### src/rtl/qpu_mcu_issue.sv
// qpu_mcu_issue: timed event issue from a shared timepoint/event FIFO with measurement result writeback
module qpu_mcu_issue #(
   parameter int TIME_W    = 32,
   parameter int EVENT_W   = 8,
   parameter int EVENT_NUM = 4,
   parameter int QUBIT_NUM = 4,
   parameter int DEPTH     = 8,
   parameter int MAX_MEAS  = 4
) (
   input  logic                 clk,
   input  logic                 rst,
   input  logic                 tiq_i_ena,
   output logic                 tiq_i_ready,
   input  logic [TIME_W-1:0]    tiq_i_data,
   input  logic                 evq_i_ena,
   output logic                 evq_i_ready,
   input  logic [EVENT_W-1:0]   evq_i_data,
   input  logic [EVENT_NUM-1:0] evq_i_oprand,
   input  logic                 evq_i_measure,
   output logic                 mcu_o_valid,
   output logic [EVENT_W-1:0]   mcu_o_event,
   output logic [EVENT_NUM-1:0] mcu_o_oprand,
   output logic                 mcu_o_measure,
   input  logic                 mcu_i_result_valid,
   input  logic [QUBIT_NUM-1:0] mcu_i_result,
   output logic                 mcu_o_wen,
   output logic [QUBIT_NUM-1:0] mcu_o_measurement,
   output logic                 busy
);
   localparam int AW = $clog2(DEPTH);
   localparam int EW = EVENT_W + EVENT_NUM + 1;
   localparam int PW = TIME_W > EW ? TIME_W : EW;
   localparam int CW = $clog2(MAX_MEAS + 1);
   typedef enum logic [1:0] {IDLE, POP, WAIT, MSTALL} state_t;
   logic [PW:0] mem_q [DEPTH];
   logic [PW:0] wdata, head;
   logic [AW:0] wp_q, wp_d, rp_q, rp_d;
   state_t state_q, state_d;
   logic [TIME_W-1:0] wcnt_q, wcnt_d;
   logic [CW-1:0] mcnt_q, mcnt_d;
   logic valid_q, valid_d, measure_q, measure_d, wen_q, wen_d;
   logic [EVENT_W-1:0] event_q, event_d;
   logic [EVENT_NUM-1:0] oprand_q, oprand_d;
   logic [QUBIT_NUM-1:0] meas_q, meas_d;
   logic full, empty, push, pop, res_acc, head_ev, head_meas, meas_cap;
   assign full = (wp_q[AW] != rp_q[AW]) && (wp_q[AW-1:0] == rp_q[AW-1:0]);
   assign empty = wp_q == rp_q;
   assign tiq_i_ready = ~full;
   assign evq_i_ready = ~full & ~tiq_i_ena;
   assign push = (tiq_i_ena & tiq_i_ready) | (evq_i_ena & evq_i_ready);
   assign wdata = tiq_i_ena ? {1'b0, PW'(tiq_i_data)} : {1'b1, PW'({evq_i_data, evq_i_oprand, evq_i_measure})};
   assign head = mem_q[rp_q[AW-1:0]];
   assign head_ev = head[PW];
   assign head_meas = head[0];
   assign meas_cap = mcnt_q == CW'(MAX_MEAS);
   assign res_acc = mcu_i_result_valid & (mcnt_q != '0);
   always_comb begin
      state_d = state_q;
      wcnt_d = wcnt_q;
      pop = 1'b0;
      valid_d = 1'b0;
      event_d = event_q;
      oprand_d = oprand_q;
      measure_d = measure_q;
      case (state_q)
         IDLE: state_d = empty ? IDLE : POP;
         POP: begin
            if (empty) state_d = IDLE;
            else if (!head_ev) begin
               pop = 1'b1;
               if (head[TIME_W-1:0] != '0) begin
                  wcnt_d = head[TIME_W-1:0] - 1'b1;
                  state_d = WAIT;
               end
            end else if (head_meas && meas_cap) state_d = MSTALL;
            else begin
               pop = 1'b1;
               valid_d = 1'b1;
               {event_d, oprand_d, measure_d} = head[EW-1:0];
            end
         end
         WAIT: begin
            wcnt_d = wcnt_q == '0 ? wcnt_q : wcnt_q - 1'b1;
            state_d = wcnt_q != '0 ? WAIT : empty ? IDLE : POP;
         end
         default: state_d = meas_cap ? MSTALL : POP;
      endcase
      wp_d = wp_q + (AW + 1)'(push);
      rp_d = rp_q + (AW + 1)'(pop);
      mcnt_d = mcnt_q + CW'(valid_d & head_meas) - CW'(res_acc);
      wen_d = res_acc;
      meas_d = res_acc ? mcu_i_result : meas_q;
   end
   always_ff @(posedge clk) begin
      if (push) mem_q[wp_q[AW-1:0]] <= wdata;
   end
   always_ff @(posedge clk) begin
      if (rst) begin
         state_q <= IDLE;
         wp_q <= '0;
         rp_q <= '0;
         wcnt_q <= '0;
         mcnt_q <= '0;
         valid_q <= 1'b0;
         event_q <= '0;
         oprand_q <= '0;
         measure_q <= 1'b0;
         wen_q <= 1'b0;
         meas_q <= '0;
      end else begin
         state_q <= state_d;
         wp_q <= wp_d;
         rp_q <= rp_d;
         wcnt_q <= wcnt_d;
         mcnt_q <= mcnt_d;
         valid_q <= valid_d;
         event_q <= event_d;
         oprand_q <= oprand_d;
         measure_q <= measure_d;
         wen_q <= wen_d;
         meas_q <= meas_d;
      end
   end
   assign mcu_o_valid = valid_q;
   assign mcu_o_event = event_q;
   assign mcu_o_oprand = oprand_q;
   assign mcu_o_measure = measure_q;
   assign mcu_o_wen = wen_q;
   assign mcu_o_measurement = meas_q;
   assign busy = ~empty | (state_q != IDLE) | (mcnt_q != '0);
endmodule

### config.mk
export PLATFORM = sky130hd
export DESIGN_NAME = qpu_mcu_issue
export DESIGN_NICKNAME = d
export VERILOG_FILES = /design/src/rtl/qpu_mcu_issue.sv
export SDC_FILE = /design/constraint.sdc
export NUM_CORES = 1
export LEC_CHECK = 0
export ABC_AREA = 1
export ABC_CLOCK_PERIOD_IN_PS = 7500
export BUFFER_PORTS_ARGS = -buffer_cell sky130_fd_sc_hd__buf_4
export CAP_MARGIN = 20
export CORE_ASPECT_RATIO = 0.8
export CORE_MARGIN = 2
export CORE_UTILIZATION = 45
export DETAILED_ROUTE_END_ITERATION = 7
export HOLD_SLACK_MARGIN = 0.06
export PLACE_DENSITY_LB_ADDON = 0.15
export SKIP_LAST_GASP = 1
export SLEW_MARGIN = 10
export SYNTH_ARGS = -nofsm -noshare
export SYNTH_HDL_FRONTEND = slang
export SYNTH_SLANG_ARGS = --single-unit
### constraint.sdc
create_clock -name clk -period 7.5 [get_ports clk]
set_input_delay 1.5 -clock clk [delete_from_list [all_inputs] [get_ports clk]]
set_output_delay 1.5 -clock clk [all_outputs]
set_load 0.01 [all_outputs]
* Word level (Yosys, flattened, before mapping)
Memories as Yosys holds them, arrays and structs flattened. A register that Yosys moved wholly into a read port is not among the register bits.
Index checks and enable logic that the tools add are counted.
** Storage, ports and cells
- Latch bits :: 0
- Memory bits (read-only) :: 0
- Memories :: 1
- RAM bits :: 264
- Register bits after elaboration :: 64
** Operators by class
- Shift-type cells :: 0
- $add $sub $neg :: 6
- Multiplexer cells :: 24
- Eq/ne operators :: 12
- Bitwise gates (word level) :: 12
- $mul :: 0
- Reductions and logical operators :: 12
- Divide/modulo/power cells :: 0
- Order comparisons :: 0
** Memories
- mem_q :: words 8, bits a word 33, rd ports 1, clocked after Yosys merged registers in 1, wr ports 1, line 35 : logic [PW:0] mem_q [DEPTH];
** Operator list (count)
- 2-to-1 mux 32 bit :: 4
- case mux 32 bit (2 select lines) :: 1
- nonzero test 32 bit :: 2
- subtractor 32 x 1 -> 32 bit (second input constant) :: 2
- 2-to-1 mux 33 bit :: 1
- logical NOT 32 bit :: 1
- 2-to-1 mux 2 bit :: 6
- 2-to-1 mux 1 bit :: 10
- adder 4 x 1 -> 4 bit :: 2
- != test 2 bit (second input constant) :: 4
- != test 4 bit (second input constant) :: 2
- case mux 2 bit (3 select lines) :: 1
- AND 1 bit :: 5
- AND reduction 5 bit :: 1
- equality test 4 bit :: 1
- NOT 1 bit :: 4
- AND reduction 4 bit :: 1
- nonzero test 2 bit :: 2
- adder 3 x 1 -> 3 bit :: 1
- equality test 3 bit :: 1
- equality test 3 bit (second input constant) :: 1
- 2-to-1 mux 3 bit :: 1
- bitwise OR 1 bit :: 3
- nonzero test 3 bit :: 1
- 7 further kinds :: 8

* Longest topological paths before layout
- Word-level depth :: 9
- Gate-level depth with buffers :: 20
- Depth with buffers taken out :: 18

* Worst setup path before layout
Ideal clock, no wire load.
- Path type :: input-to-reg
- Start point :: in tiq_i_ena
- End point :: mem mem_q[0][0] (netlist name) (enable)
- Setup slack :: 3.554 ns
- Stages :: 4
- Required time :: 7.077 ns
- Arrival :: 3.523 ns
- Setup time :: 0.423 ns
- Cell sequence :: clkbuf_1 > o21ai_0 > or2_2 > nor2_1
** Between the ends
- Cells in the longest elaborated chain, start to end :: 6
- Elaborated cells between the ends (all ways) :: 7
- Those cells by class :: 2 x mux; 5 x bitwise
** RTL lines
- start, declared :: line 12 : input logic tiq_i_ena,
- NOT 1 bit :: line 49 : assign evq_i_ready = ~full & ~tiq_i_ena;
- AND 1 bit :: line 49
- AND 1 bit :: line 50 : assign push = (tiq_i_ena & tiq_i_ready) | (evq_i_ena & evq_i_ready);
- bitwise OR 1 bit (*) :: line 50
- 2-to-1 mux 1 bit (*) :: line 95 : if (push) mem_q[wp_q[AW-1:0]] <= wdata;
- 2-to-1 mux 1 bit (not written as such) (*) :: line 95
- end, declared :: line 35
Every way passes the cells marked *; elsewhere a longest branch is shown, timed or not.

* Worst setup path in the final report
- Start point :: reg rp_q[0]
- End point :: reg wcnt_q[23]
** Between the ends
- Cells in the longest elaborated chain, start to end :: 3
** RTL lines
- start, declared :: line 37 : logic [AW:0] wp_q, wp_d, rp_q, rp_d;
- start signal, assigned :: line 113 : rp_q <= rp_d;
- equality test 4 bit :: line 47 : assign empty = wp_q == rp_q;
- != test 2 bit (no line)
- AND reduction 5 bit (no line)
- end signal, assigned :: line 114 : wcnt_q <= wcnt_d;
- end, declared :: line 39 : logic [TIME_W-1:0] wcnt_q, wcnt_d;
Every way passes these cells.
A chain may end at the register's enable or synchronous reset.

==> metrics <==
Non-Filler Instances 2365; crit path max-delay cell type dfxtp_4; Final Cycle Share 0.660; HP Start mcu_o_event[5]$_SDFFE_PP0P_; fraction of layout cells with a size suffix above 1 0.0916; Setup TNS 0 ns; clk sink count 328; global route overflow 0; Req. time, crit path around 7.9 ns; clock-pin slew on the worst setup and hold paths 0.06 ns; Setup Viol. Count Final 0; DR iter-0 viols 1008; Yosys top cell by area edfxtp_1; boundary pin count 76; max-slew violations 0; register area share after synthesis 0.590; crit path max fanout 76; worst setup path start rp_q[0]$_SDFF_PP0_; chip height approximately 170 um; standard-cell rows 60; synth warn 0; EDFF count, synth 264; min-delay worst type flop to flop; CTS tree yes; top post-synthesis cells by count 626 x nand2_1, 280 x inv_1, 264 x edfxtp_1; VDD IR max between 150 and 200 uV; die area about 36000 um2; crit path launch type flop; Die Span X 212 um; final net count 1935; Data arrival, critical path 5.36 ns; vias in the first global route ~11000; critical-path cell list clkinv_2 > buf_4 > nand2_1 > nand3_1 > nand3_1 > nand2_1 > nand2_1 > nor2_1 > nand2_1 > nor2_1 > nand3_1 > nand2_2 > inv_2 > nand3_1 > nand2_1 > inv_1; number of detailed-route iterations in the first pass 5; Setup Skew 0.0147 ns; final hold vios 0; post-synth top area share 0.508; vias 11900; worst hold slack roughly 0.46 ns; Post-Syn Area 15600 um2; worst skew pair latency 0.52 ns; DR WL/cell roughly 18 um; RSZ-0062 raised after global routing false; RD Place Congestion 0.916; ANT nets after route 0; Max clock buf depth 3; Layout area overhead 13.4%; clk root buf clkbuf_16; Max-cap violations 0; Worst Tran Pin Value 1.02 ns; top-count cell post-synth nand2_1; Placed Cells 2301; Syn Inst Count 1826; total global-route track usage 0.235; critical path class flop to flop; worst rel slew slack 0.316; P_leak 7.85 nW; outcome finished, final reports clean; post-CTS sizing 0; Diodes inserted 0; Yosys reg bits 328; syn_nets 1888; area of the core 33900 um2; clock buffer count from CTS 35; FF-to-FF Start rp_q[0]$_SDFF_PP0_; CP endpoint kind flop; CTS hold repair buffers 0; HPWL after DPL 26.3 mm; H-tree depth 2; crit-path max cell delay 0.88 ns; PwrDens 335 nW/um2; initial antenna violation count 0; drt drc 0; Vias per Instance 5.03; min Tclk post-route 4.95 ns; dominant synthesized flop cell edfxtp_1; FMAX 202 MHz; FFs w/ async S/R, synth 0; first-pass GRT wire length 64.2 mm; routed wire length between 40 and 50 mm; Setup Buffers After CTS 0; crit-path most repeated cell nand2_1; pin count of the biggest net entering global routing 81; Synth cell types 33; Synth area leaders edfxtp_1 51%, nand2_1 15%, dfxtp_1 8.2%; synthesized area per cell 8.55 um2; Initial Util 0.461; port bufs 75
==> final timing paths <==
path	endpoint	slack, ns	cells after the start
setup / recovery	wcnt_q[23]$_SDFFE_PP0P_	2.55	16
hold / removal	mcu_o_event[5]$_SDFFE_PP0P_	0.46	2
setup reg to reg	wcnt_q[23]$_SDFFE_PP0P_	2.55	16
hold reg to reg	mcu_o_event[5]$_SDFFE_PP0P_	0.46	2
==> cell usage in the layout, fill, tap and decap left out, types with 3 or more instances in the layout <==
master	instances
nand2_2	3
nand4_1	20
clkbuf_1	7
nor2_4	11
o21ai_1	12
clkinv_1	5
nor3_1	5
nand3_1	184
inv_1	280
nand2_1	626
bufinv_16	4
edfxtp_1	264
buf_4	88
dfxtp_1	62
nor2_2	5
clkinv_2	7
nor4_1	3
o21bai_1	3
a21oi_1	37
nor2_1	156
ha_1	7
xnor2_1	6
or2_2	5
xor2_1	8
clkbuf_16	36
o21ai_0	33
inv_2	4
==> flip-flops by register name (all words and copies together) (netlist names) <==
name	flops
mcu_o_wen	1
mcnt_q	3
mem_q	264
rp_q	4
mcu_o_event	8
state_q	2
mcu_o_measurement	4
mcu_o_valid	1
mcu_o_measure	1
wcnt_q	32
wp_q	4
mcu_o_oprand	4
==> metrics by stage <==
step                utilization  setup WS (ns)  instance area [um2]  total power (W)
floorplan                     -           3.55                15600          0.00365
global placement          0.487           2.66                16500          0.00417
detailed placement        0.488           2.60                16500          0.00418
CTS                       0.522           2.58                17700          0.00594
global route              0.522           2.21                17700          0.00628
finish                    0.522           2.55                17700          0.00592
==> final cells by class <==
class                      count  area, um2
inverter                     285       1070
clock inverter                19        210
clock buffer                  45        955
tap                          465        582
timing repair buffer          90        701
fill                        3150      16200
sequential                   328       9210
multi-input combinational   1133       4950
==> layer usage <==
| layer | track usage | vias up | wire length [um] |
|---|---|---|---|
| li1 | - | 5873 | - |
| met1 | 0.344 | 5575 | 19300 |
| met2 | 0.367 | 391 | 18600 |
| met3 | 0.0347 | 48 | 2750 |
| met4 | 0.0597 | 0 | 728 |
| met5 | 0 | - | 0 |
==> worst max-delay path, delay by kind of cell (launching register included) <==
kind	cells	cell delay (ns)
buffers and inverters	4	2.06
DFF	1	0.88
and+or+nand+nor	12	1.76
==> power by group <==
part	switching (W)	internal [W]	total, W	leakage, nW
Combinational	0.00132	0.000542	0.00186	4.31
Sequential	0.000134	0.00217	0.00231	2.97
Clock	0.000707	0.00104	0.00175	0.570
Total	0.00216	0.00376	0.00592	7.85
==> cells by family (layout without fill, tap and decap cells) <==
logic type / after synthesis / after routing / synth area share
flops: 328 / 328 / 0.590
fa+ha+maj: 8 / 8 / 0.00690
buf+inv: 365 / 439 / 0.0961
xor+xnor: 14 / 14 / 0.00786
compound gates: 89 / 89 / 0.0296
simple gates: 1022 / 1022 / 0.269
(Power assumes the default switching activity.)
